## src/rtl/msrv32_pkg.sv

```systemverilog
// Shared constants and types for the msrv32 ALU issue stage: ALU opcode
// encoding, RV32I major opcodes, issue FSM states and the decoded bundle.
package msrv32_pkg;

  localparam logic [3:0] ALU_ADD  = 4'b0000;
  localparam logic [3:0] ALU_SUB  = 4'b1000;
  localparam logic [3:0] ALU_SLL  = 4'b0001;
  localparam logic [3:0] ALU_SLT  = 4'b0010;
  localparam logic [3:0] ALU_SLTU = 4'b0011;
  localparam logic [3:0] ALU_XOR  = 4'b0100;
  localparam logic [3:0] ALU_SRL  = 4'b0101;
  localparam logic [3:0] ALU_SRA  = 4'b1101;
  localparam logic [3:0] ALU_OR   = 4'b0110;
  localparam logic [3:0] ALU_AND  = 4'b0111;

  localparam logic [6:0] OPC_OP    = 7'b0110011;
  localparam logic [6:0] OPC_OPIMM = 7'b0010011;
  localparam logic [6:0] OPC_LUI   = 7'b0110111;
  localparam logic [6:0] OPC_AUIPC = 7'b0010111;

  typedef enum logic {
    ST_EMPTY = 1'b0,
    ST_FULL  = 1'b1
  } state_e;

  typedef struct packed {
    logic [3:0]  opcode;
    logic [31:0] op_1;
    logic [31:0] op_2;
    logic [4:0]  rd_addr;
    logic        wr_en;
    logic        illegal;
  } alu_bundle_t;

endpackage

```

## src/rtl/msrv32_alu_issue_if.sv

```systemverilog
// Issue-to-ALU bundle with valid/ready flow control; the issue stage is master.
interface msrv32_alu_issue_if;
  logic        valid_out;
  logic        ready_in;
  logic [3:0]  opcode_out;
  logic [31:0] op_1_out;
  logic [31:0] op_2_out;
  logic [4:0]  rd_addr_out;
  logic        wr_en_out;
  logic        illegal_out;

  modport master (
    output valid_out, opcode_out, op_1_out, op_2_out, rd_addr_out, wr_en_out, illegal_out,
    input  ready_in
  );

  modport slave (
    input  valid_out, opcode_out, op_1_out, op_2_out, rd_addr_out, wr_en_out, illegal_out,
    output ready_in
  );
endinterface

```

## src/rtl/msrv32_alu_decode.sv

```systemverilog
// Combinational RV32I decode of OP/OP-IMM/LUI/AUIPC into an ALU opcode,
// operand pair and write-back control; anything else is flagged illegal.
module msrv32_alu_decode
  import msrv32_pkg::*;
(
  input  logic [31:0]  i_instr,
  input  logic [31:0]  i_pc,
  input  logic [31:0]  i_rs1_data,
  input  logic [31:0]  i_rs2_data,
  output alu_bundle_t  o_bundle
);

  logic [6:0]  w_major;
  logic [2:0]  w_funct3;
  logic [6:0]  w_funct7;
  logic [4:0]  w_rd;
  logic        w_legal;
  logic        w_shift;
  logic [3:0]  w_opcode;
  logic [31:0] w_op_1;
  logic [31:0] w_op_2;

  assign w_major  = i_instr[6:0];
  assign w_rd     = i_instr[11:7];
  assign w_funct3 = i_instr[14:12];
  assign w_funct7 = i_instr[31:25];
  assign w_shift  = (w_funct3 == 3'b001) || (w_funct3 == 3'b101);

  always_comb begin
    // NOTE: every output gets a default before the case so no path can infer a latch.
    w_legal  = 1'b0;
    w_opcode = ALU_ADD;
    w_op_1   = '0;
    w_op_2   = '0;
    case (w_major)
      OPC_OP: begin
        w_legal  = (w_funct7 == 7'b0000000) ||
                   ((w_funct7 == 7'b0100000) && ((w_funct3 == 3'b000) || (w_funct3 == 3'b101)));
        w_opcode = {w_funct7[5], w_funct3};
        w_op_1   = i_rs1_data;
        w_op_2   = w_shift ? {27'b0, i_rs2_data[4:0]} : i_rs2_data;
      end
      OPC_OPIMM: begin
        w_op_1 = i_rs1_data;
        if (w_funct3 == 3'b001) begin
          w_legal  = (w_funct7 == 7'b0000000);
          w_opcode = {1'b0, w_funct3};
          w_op_2   = {27'b0, i_instr[24:20]};
        end else if (w_funct3 == 3'b101) begin
          w_legal  = (w_funct7 == 7'b0000000) || (w_funct7 == 7'b0100000);
          w_opcode = {i_instr[30], w_funct3};
          w_op_2   = {27'b0, i_instr[24:20]};
        end else begin
          w_legal  = 1'b1;
          w_opcode = {1'b0, w_funct3};
          w_op_2   = {{20{i_instr[31]}}, i_instr[31:20]};
        end
      end
      OPC_LUI: begin
        w_legal = 1'b1;
        w_op_2  = {i_instr[31:12], 12'b0};
      end
      OPC_AUIPC: begin
        w_legal = 1'b1;
        w_op_1  = i_pc;
        w_op_2  = {i_instr[31:12], 12'b0};
      end
      default: ;
    endcase
  end

  // Illegal encodings travel as an inert bundle: zero operands, no write-back.
  always_comb begin
    o_bundle.rd_addr = w_rd;
    o_bundle.illegal = !w_legal;
    o_bundle.wr_en   = w_legal && (w_rd != 5'd0);
    o_bundle.opcode  = w_legal ? w_opcode : ALU_ADD;
    o_bundle.op_1    = w_legal ? w_op_1 : 32'd0;
    o_bundle.op_2    = w_legal ? w_op_2 : 32'd0;
  end

endmodule

```

## src/rtl/msrv32_alu_issue.sv

```systemverilog
// ALU issue stage: decodes one instruction per handshake into a single
// registered bundle with valid/ready flow control and flush.
module msrv32_alu_issue
  import msrv32_pkg::*;
(
  input  logic                 ms_riscv32_mp_clk_in,
  input  logic                 ms_riscv32_mp_rst_in,
  input  logic [31:0]          instr_in,
  input  logic [31:0]          pc_in,
  input  logic                 instr_valid_in,
  output logic                 instr_ready_out,
  output logic [4:0]           rs1_addr_out,
  output logic [4:0]           rs2_addr_out,
  input  logic [31:0]          rs1_data_in,
  input  logic [31:0]          rs2_data_in,
  input  logic                 flush_in,
  msrv32_alu_issue_if.master   alu_bus
);

  state_e      r_state;
  state_e      w_state_nxt;
  alu_bundle_t r_bundle;
  alu_bundle_t w_dec;
  logic        w_accept;
  logic        w_load;

  assign rs1_addr_out = instr_in[19:15];
  assign rs2_addr_out = instr_in[24:20];

  msrv32_alu_decode u_decode (
    .i_instr    (instr_in),
    .i_pc       (pc_in),
    .i_rs1_data (rs1_data_in),
    .i_rs2_data (rs2_data_in),
    .o_bundle   (w_dec)
  );

  assign alu_bus.valid_out = (r_state == ST_FULL);
  assign instr_ready_out   = !alu_bus.valid_out || alu_bus.ready_in;
  assign w_accept          = instr_valid_in && instr_ready_out;

  // Flush wins over everything, including an instruction accepted this cycle.
  always_comb begin
    w_state_nxt = r_state;
    w_load      = 1'b0;
    case (r_state)
      ST_EMPTY: begin
        if (w_accept && !flush_in) begin
          w_state_nxt = ST_FULL;
          w_load      = 1'b1;
        end
      end
      ST_FULL: begin
        if (flush_in) begin
          w_state_nxt = ST_EMPTY;
        end else if (w_accept) begin
          w_load = 1'b1;
        end else if (alu_bus.ready_in) begin
          w_state_nxt = ST_EMPTY;
        end
      end
      default: w_state_nxt = ST_EMPTY;
    endcase
  end

  // NOTE: state uses non-blocking assignments so every flop samples pre-edge values.
  always_ff @(posedge ms_riscv32_mp_clk_in or negedge ms_riscv32_mp_rst_in) begin
    if (!ms_riscv32_mp_rst_in) begin
      r_state <= ST_EMPTY;
    end else begin
      r_state <= w_state_nxt;
    end
  end

  // NOTE: the bundle register is reset too, because its fields are visible outputs with defined reset values.
  always_ff @(posedge ms_riscv32_mp_clk_in or negedge ms_riscv32_mp_rst_in) begin
    if (!ms_riscv32_mp_rst_in) begin
      r_bundle <= '0;
    end else if (w_load) begin
      r_bundle <= w_dec;
    end
  end

  assign alu_bus.opcode_out  = r_bundle.opcode;
  assign alu_bus.op_1_out    = r_bundle.op_1;
  assign alu_bus.op_2_out    = r_bundle.op_2;
  assign alu_bus.rd_addr_out = r_bundle.rd_addr;
  assign alu_bus.wr_en_out   = r_bundle.wr_en;
  assign alu_bus.illegal_out = r_bundle.illegal;

endmodule

```

## src/flat_wrapper.sv

```systemverilog
// flat-port wrapper written by rule: the top's interface ports become plain ports
module msrv32_alu_issue_flat import msrv32_pkg::*;
  (ms_riscv32_mp_clk_in, ms_riscv32_mp_rst_in, instr_in, pc_in, instr_valid_in, instr_ready_out, rs1_addr_out, rs2_addr_out, rs1_data_in, rs2_data_in, flush_in, alu_bus_valid_out, alu_bus_opcode_out, alu_bus_op_1_out, alu_bus_op_2_out, alu_bus_rd_addr_out, alu_bus_wr_en_out, alu_bus_illegal_out, alu_bus_ready_in);
  msrv32_alu_issue_if alu_bus_i ();
  input  logic ms_riscv32_mp_clk_in;
  input  logic ms_riscv32_mp_rst_in;
  input  logic [31:0] instr_in;
  input  logic [31:0] pc_in;
  input  logic instr_valid_in;
  output logic instr_ready_out;
  output logic [4:0] rs1_addr_out;
  output logic [4:0] rs2_addr_out;
  input  logic [31:0] rs1_data_in;
  input  logic [31:0] rs2_data_in;
  input  logic flush_in;
  output wire logic [$bits(alu_bus_i.valid_out)-1:0] alu_bus_valid_out;
  output wire logic [$bits(alu_bus_i.opcode_out)-1:0] alu_bus_opcode_out;
  output wire logic [$bits(alu_bus_i.op_1_out)-1:0] alu_bus_op_1_out;
  output wire logic [$bits(alu_bus_i.op_2_out)-1:0] alu_bus_op_2_out;
  output wire logic [$bits(alu_bus_i.rd_addr_out)-1:0] alu_bus_rd_addr_out;
  output wire logic [$bits(alu_bus_i.wr_en_out)-1:0] alu_bus_wr_en_out;
  output wire logic [$bits(alu_bus_i.illegal_out)-1:0] alu_bus_illegal_out;
  input wire logic [$bits(alu_bus_i.ready_in)-1:0] alu_bus_ready_in;
  assign alu_bus_valid_out = alu_bus_i.valid_out;
  assign alu_bus_opcode_out = alu_bus_i.opcode_out;
  assign alu_bus_op_1_out = alu_bus_i.op_1_out;
  assign alu_bus_op_2_out = alu_bus_i.op_2_out;
  assign alu_bus_rd_addr_out = alu_bus_i.rd_addr_out;
  assign alu_bus_wr_en_out = alu_bus_i.wr_en_out;
  assign alu_bus_illegal_out = alu_bus_i.illegal_out;
  assign alu_bus_i.ready_in = alu_bus_ready_in;
  msrv32_alu_issue u_core (.ms_riscv32_mp_clk_in(ms_riscv32_mp_clk_in), .ms_riscv32_mp_rst_in(ms_riscv32_mp_rst_in), .instr_in(instr_in), .pc_in(pc_in), .instr_valid_in(instr_valid_in), .instr_ready_out(instr_ready_out), .rs1_addr_out(rs1_addr_out), .rs2_addr_out(rs2_addr_out), .rs1_data_in(rs1_data_in), .rs2_data_in(rs2_data_in), .flush_in(flush_in), .alu_bus(alu_bus_i));
endmodule
```

## config.mk

```make
export PLATFORM = sky130hd
export DESIGN_NAME = msrv32_alu_issue_flat
export DESIGN_NICKNAME = d
export VERILOG_FILES = /design/src/rtl/msrv32_pkg.sv /design/src/rtl/msrv32_alu_issue_if.sv /design/src/rtl/msrv32_alu_decode.sv /design/src/rtl/msrv32_alu_issue.sv /design/src/flat_wrapper.sv
export SDC_FILE = /design/constraint.sdc
export NUM_CORES = 1
export LEC_CHECK = 0
export CAP_MARGIN = 0
export CORE_MARGIN = 4
export CORE_UTILIZATION = 30
export DETAILED_ROUTE_END_ITERATION = 8
export PLACE_DENSITY_LB_ADDON = 0.3
export SLEW_MARGIN = 30
export SYNTH_ARGS = -nofsm -noshare
export SYNTH_HDL_FRONTEND = slang
export SYNTH_HIERARCHICAL = 1
export SYNTH_SLANG_ARGS = --single-unit
export TNS_END_PERCENT = 100
```

## constraint.sdc

```tcl
create_clock -name ms_riscv32_mp_clk_in -period 2.8 [get_ports ms_riscv32_mp_clk_in]
set_input_delay 0.42 -clock ms_riscv32_mp_clk_in [delete_from_list [all_inputs] [get_ports ms_riscv32_mp_clk_in]]
set_output_delay 0.42 -clock ms_riscv32_mp_clk_in [all_outputs]
set_load 0.005 [all_outputs]
```

==> run metrics <==
status=finished, final reports clean; Final min period=2.37 ns; Clock Sinks=76; Pwr Density=431 mW/mm2; # diodes=0; hold buffer count at CTS=0; Vias/cell=5.03; Max Clock Skew=0.00630 ns; type of the worst min-delay path=input pin to async pin; Max-slew headroom=42.5%; Post-synth EDFFs=0; Starting Density=31.1%; setup_tns=0 ns; die width=126 um; Setup Crit Path Kind=input pin to register; most frequent cells in the layout=clkdlybuf4s50_1 (218), dfrtp_1 (76), mux2_1 (50); share of layout cells above drive strength 1=12.8%; H-tree depth=3; count of input and output buffers=219; Max-Cap Viols=0; Synth warnings=6; Slew Limit Fails=0; initial antenna violation count=0; Synth Area per Inst=11.8 um2; crit start category=input pin; Syn Inst Count=355; die height=126 um; final period utilization=84.8%; clock buffer depth=2; count of cell types in the netlist=34; total CTS buffers=9; dpl ws=0.0832 ns; Routed Antenna Nets=0; Core Region=0.0135 mm2; final setup margin=0.425 ns; cts repair resizes=0; async set-reset flop share out of synthesis=100%; DRC Markers=0; largest net degree at the start of global routing=44; number of global-route vias before repair=3983; nets=685; Mapped Area=0.00418 mm2; worst slew pin tran=0.858 ns; Lkg Pwr=2.89 nW; commonest non-fill, non-tap cell in the layout=clkdlybuf4s50_1; top_reg_cell synth=dfrtp_1; RSZ-0062 raised after global routing=false; setup bufs post-CTS=0; flops & latches, synth=76; first-pass GRT wire length=21700 um; WL final=13600 um; worst endpoint required time=3.01 ns; DR WL/cell=18.6 um; grt ovf=0; Critical Path AT=2.58 ns; row cnt=42; Fmax=0.421 GHz; Final HPWL DP=10200 um; TritonCTS clock tree=built; clock slew at reported path FFs=0.06 ns; register area share after synthesis=45.5%; DRT Pass-1 Iters=4; fill cell count=1248; Layout area overhead=62.3%; DRT iter0 DRCs=228; die area=0.0159 mm2; CTS root buf=clkbuf_16; Final Hold Viols=0; fin util=50.4%; via count=3682; GP Congestion=0.781; total track usage=17.1%; # IOs=220; net count after synthesis=488; final setup fails=0; worst vdd ir=0.000196 V; clk_lat worst skew=0.34 ns; crit-path max FO=34; crit end category=register
worst max-delay path, stage by stage:
cell,delay [ns]
clkdlybuf4s50_1,0.48
nor2b_1,0.17
buf_4,0.19
buf_4,0.17
or2_1,0.17
a211o_1,0.14
buf_4,0.35
o31ai_1,0.14
mux2_1,0.33
report_power, final:
| group | switching [mW] | internal [mW] | total [mW] |
|---|---|---|---|
| Combinational | 0.179 | 0.284 | 0.462 |
| Sequential | 0.0122 | 1.12 | 1.13 |
| Clock | 0.446 | 0.887 | 1.33 |
| Total | 0.637 | 2.29 | 2.93 |
layout make-up:
type	instances	area (um2)	area share [%]
Timing Repair Buffer	236	2350	34.7
Multi-Input combinational cell	227	1960	28.9
Clock buffer	10	239	3.52
Sequential cell	76	1900	28.0
Tap cell	176	220	3.24
Inverter	2	7.51	0.111
Clock inverter	5	100	1.47
cells by family (layout without fill, tap and decap cells):
kind of cell | after synthesis | in the layout | synth area share [%]
muxes | 86 | 86 | 22.8
AOI/OAI and AO/OA | 79 | 79 | 15.2
DFF | 76 | 76 | 45.5
and+or+nand+nor | 62 | 62 | 8.38
buffers and inverters | 52 | 253 | 8.05
final timing paths:
kind                                                startpoint                     endpoint  slack (ns)  cells past startpoint
setup / recovery                                  instr_in[12]  u_core/alu_bus.op_2_out[23]        0.43                      9
hold / removal                            ms_riscv32_mp_rst_in  u_core/alu_bus.op_1_out[13]        0.03                      1
setup reg to reg                      u_core/alu_bus.valid_out  u_core/alu_bus.op_2_out[23]        1.05                      4
hold reg to reg                    u_core/alu_bus.op_2_out[20]  u_core/alu_bus.op_2_out[20]        0.48                      1
max in group asynchronous                 ms_riscv32_mp_rst_in   u_core/alu_bus.op_1_out[6]        2.10                      2
min in group ms_riscv32_mp_clk_in  u_core/alu_bus.op_2_out[20]  u_core/alu_bus.op_2_out[20]        0.48                      1
metal layers:
layer / vias up / share of wire, % / global-route usage (%) / wire length, um
met1: 1819 / 43 / 21.7 / 5820
met2: 136 / 49 / 28.0 / 6660
li1: 1706 / - / - / -
met5: - / 0 / 0 / 0
met4: 0 / 2.1 / 6.81 / 280
met3: 21 / 6.3 / 4.06 / 855
per-stage QoR:
step / area (um2) / power, mW / hold WS [ns] / std cells
CTS: 6790 / 2.97 / 0.0432 / 732
global placement: 6450 / 1.61 / 0.399 / 717
global route: 6790 / 3.05 / 0.0627 / 732
floorplan: 4180 / 1.31 / 0.124 / 355
finish: 6790 / 2.93 / 0.0278 / 732
detailed placement: 6450 / 1.62 / 0.406 / 717
synth_stat cells, drive strengths merged, types with 5 or more instances:
library cell | instances | area, um2
dfrtp | 76 | 1900
mux2 | 75 | 845
buf | 41 | 295
a32o | 32 | 320
nand2 | 23 | 86.3
a21oi | 22 | 110
o31ai | 19 | 153
mux2i | 11 | 110
clkbuf | 9 | 33.8
nor4 | 8 | 75.1
nor3 | 7 | 35.0
nor2 | 6 | 22.5
nor2b | 5 | 38.8
sequential cells by signal, summed over array words and instances (netlist names):
| signal | flops |
|---|---|
| u_core/alu_bus.illegal_out | 1 |
| u_core/alu_bus.valid_out | 1 |
| u_core/alu_bus.op_1_out | 32 |
| u_core/alu_bus.wr_en_out | 1 |
| u_core/alu_bus.opcode_out | 4 |
| u_core/alu_bus.rd_addr_out | 5 |
| u_core/alu_bus.op_2_out | 32 |
Note: power is estimated with default switching activity, not from simulation.
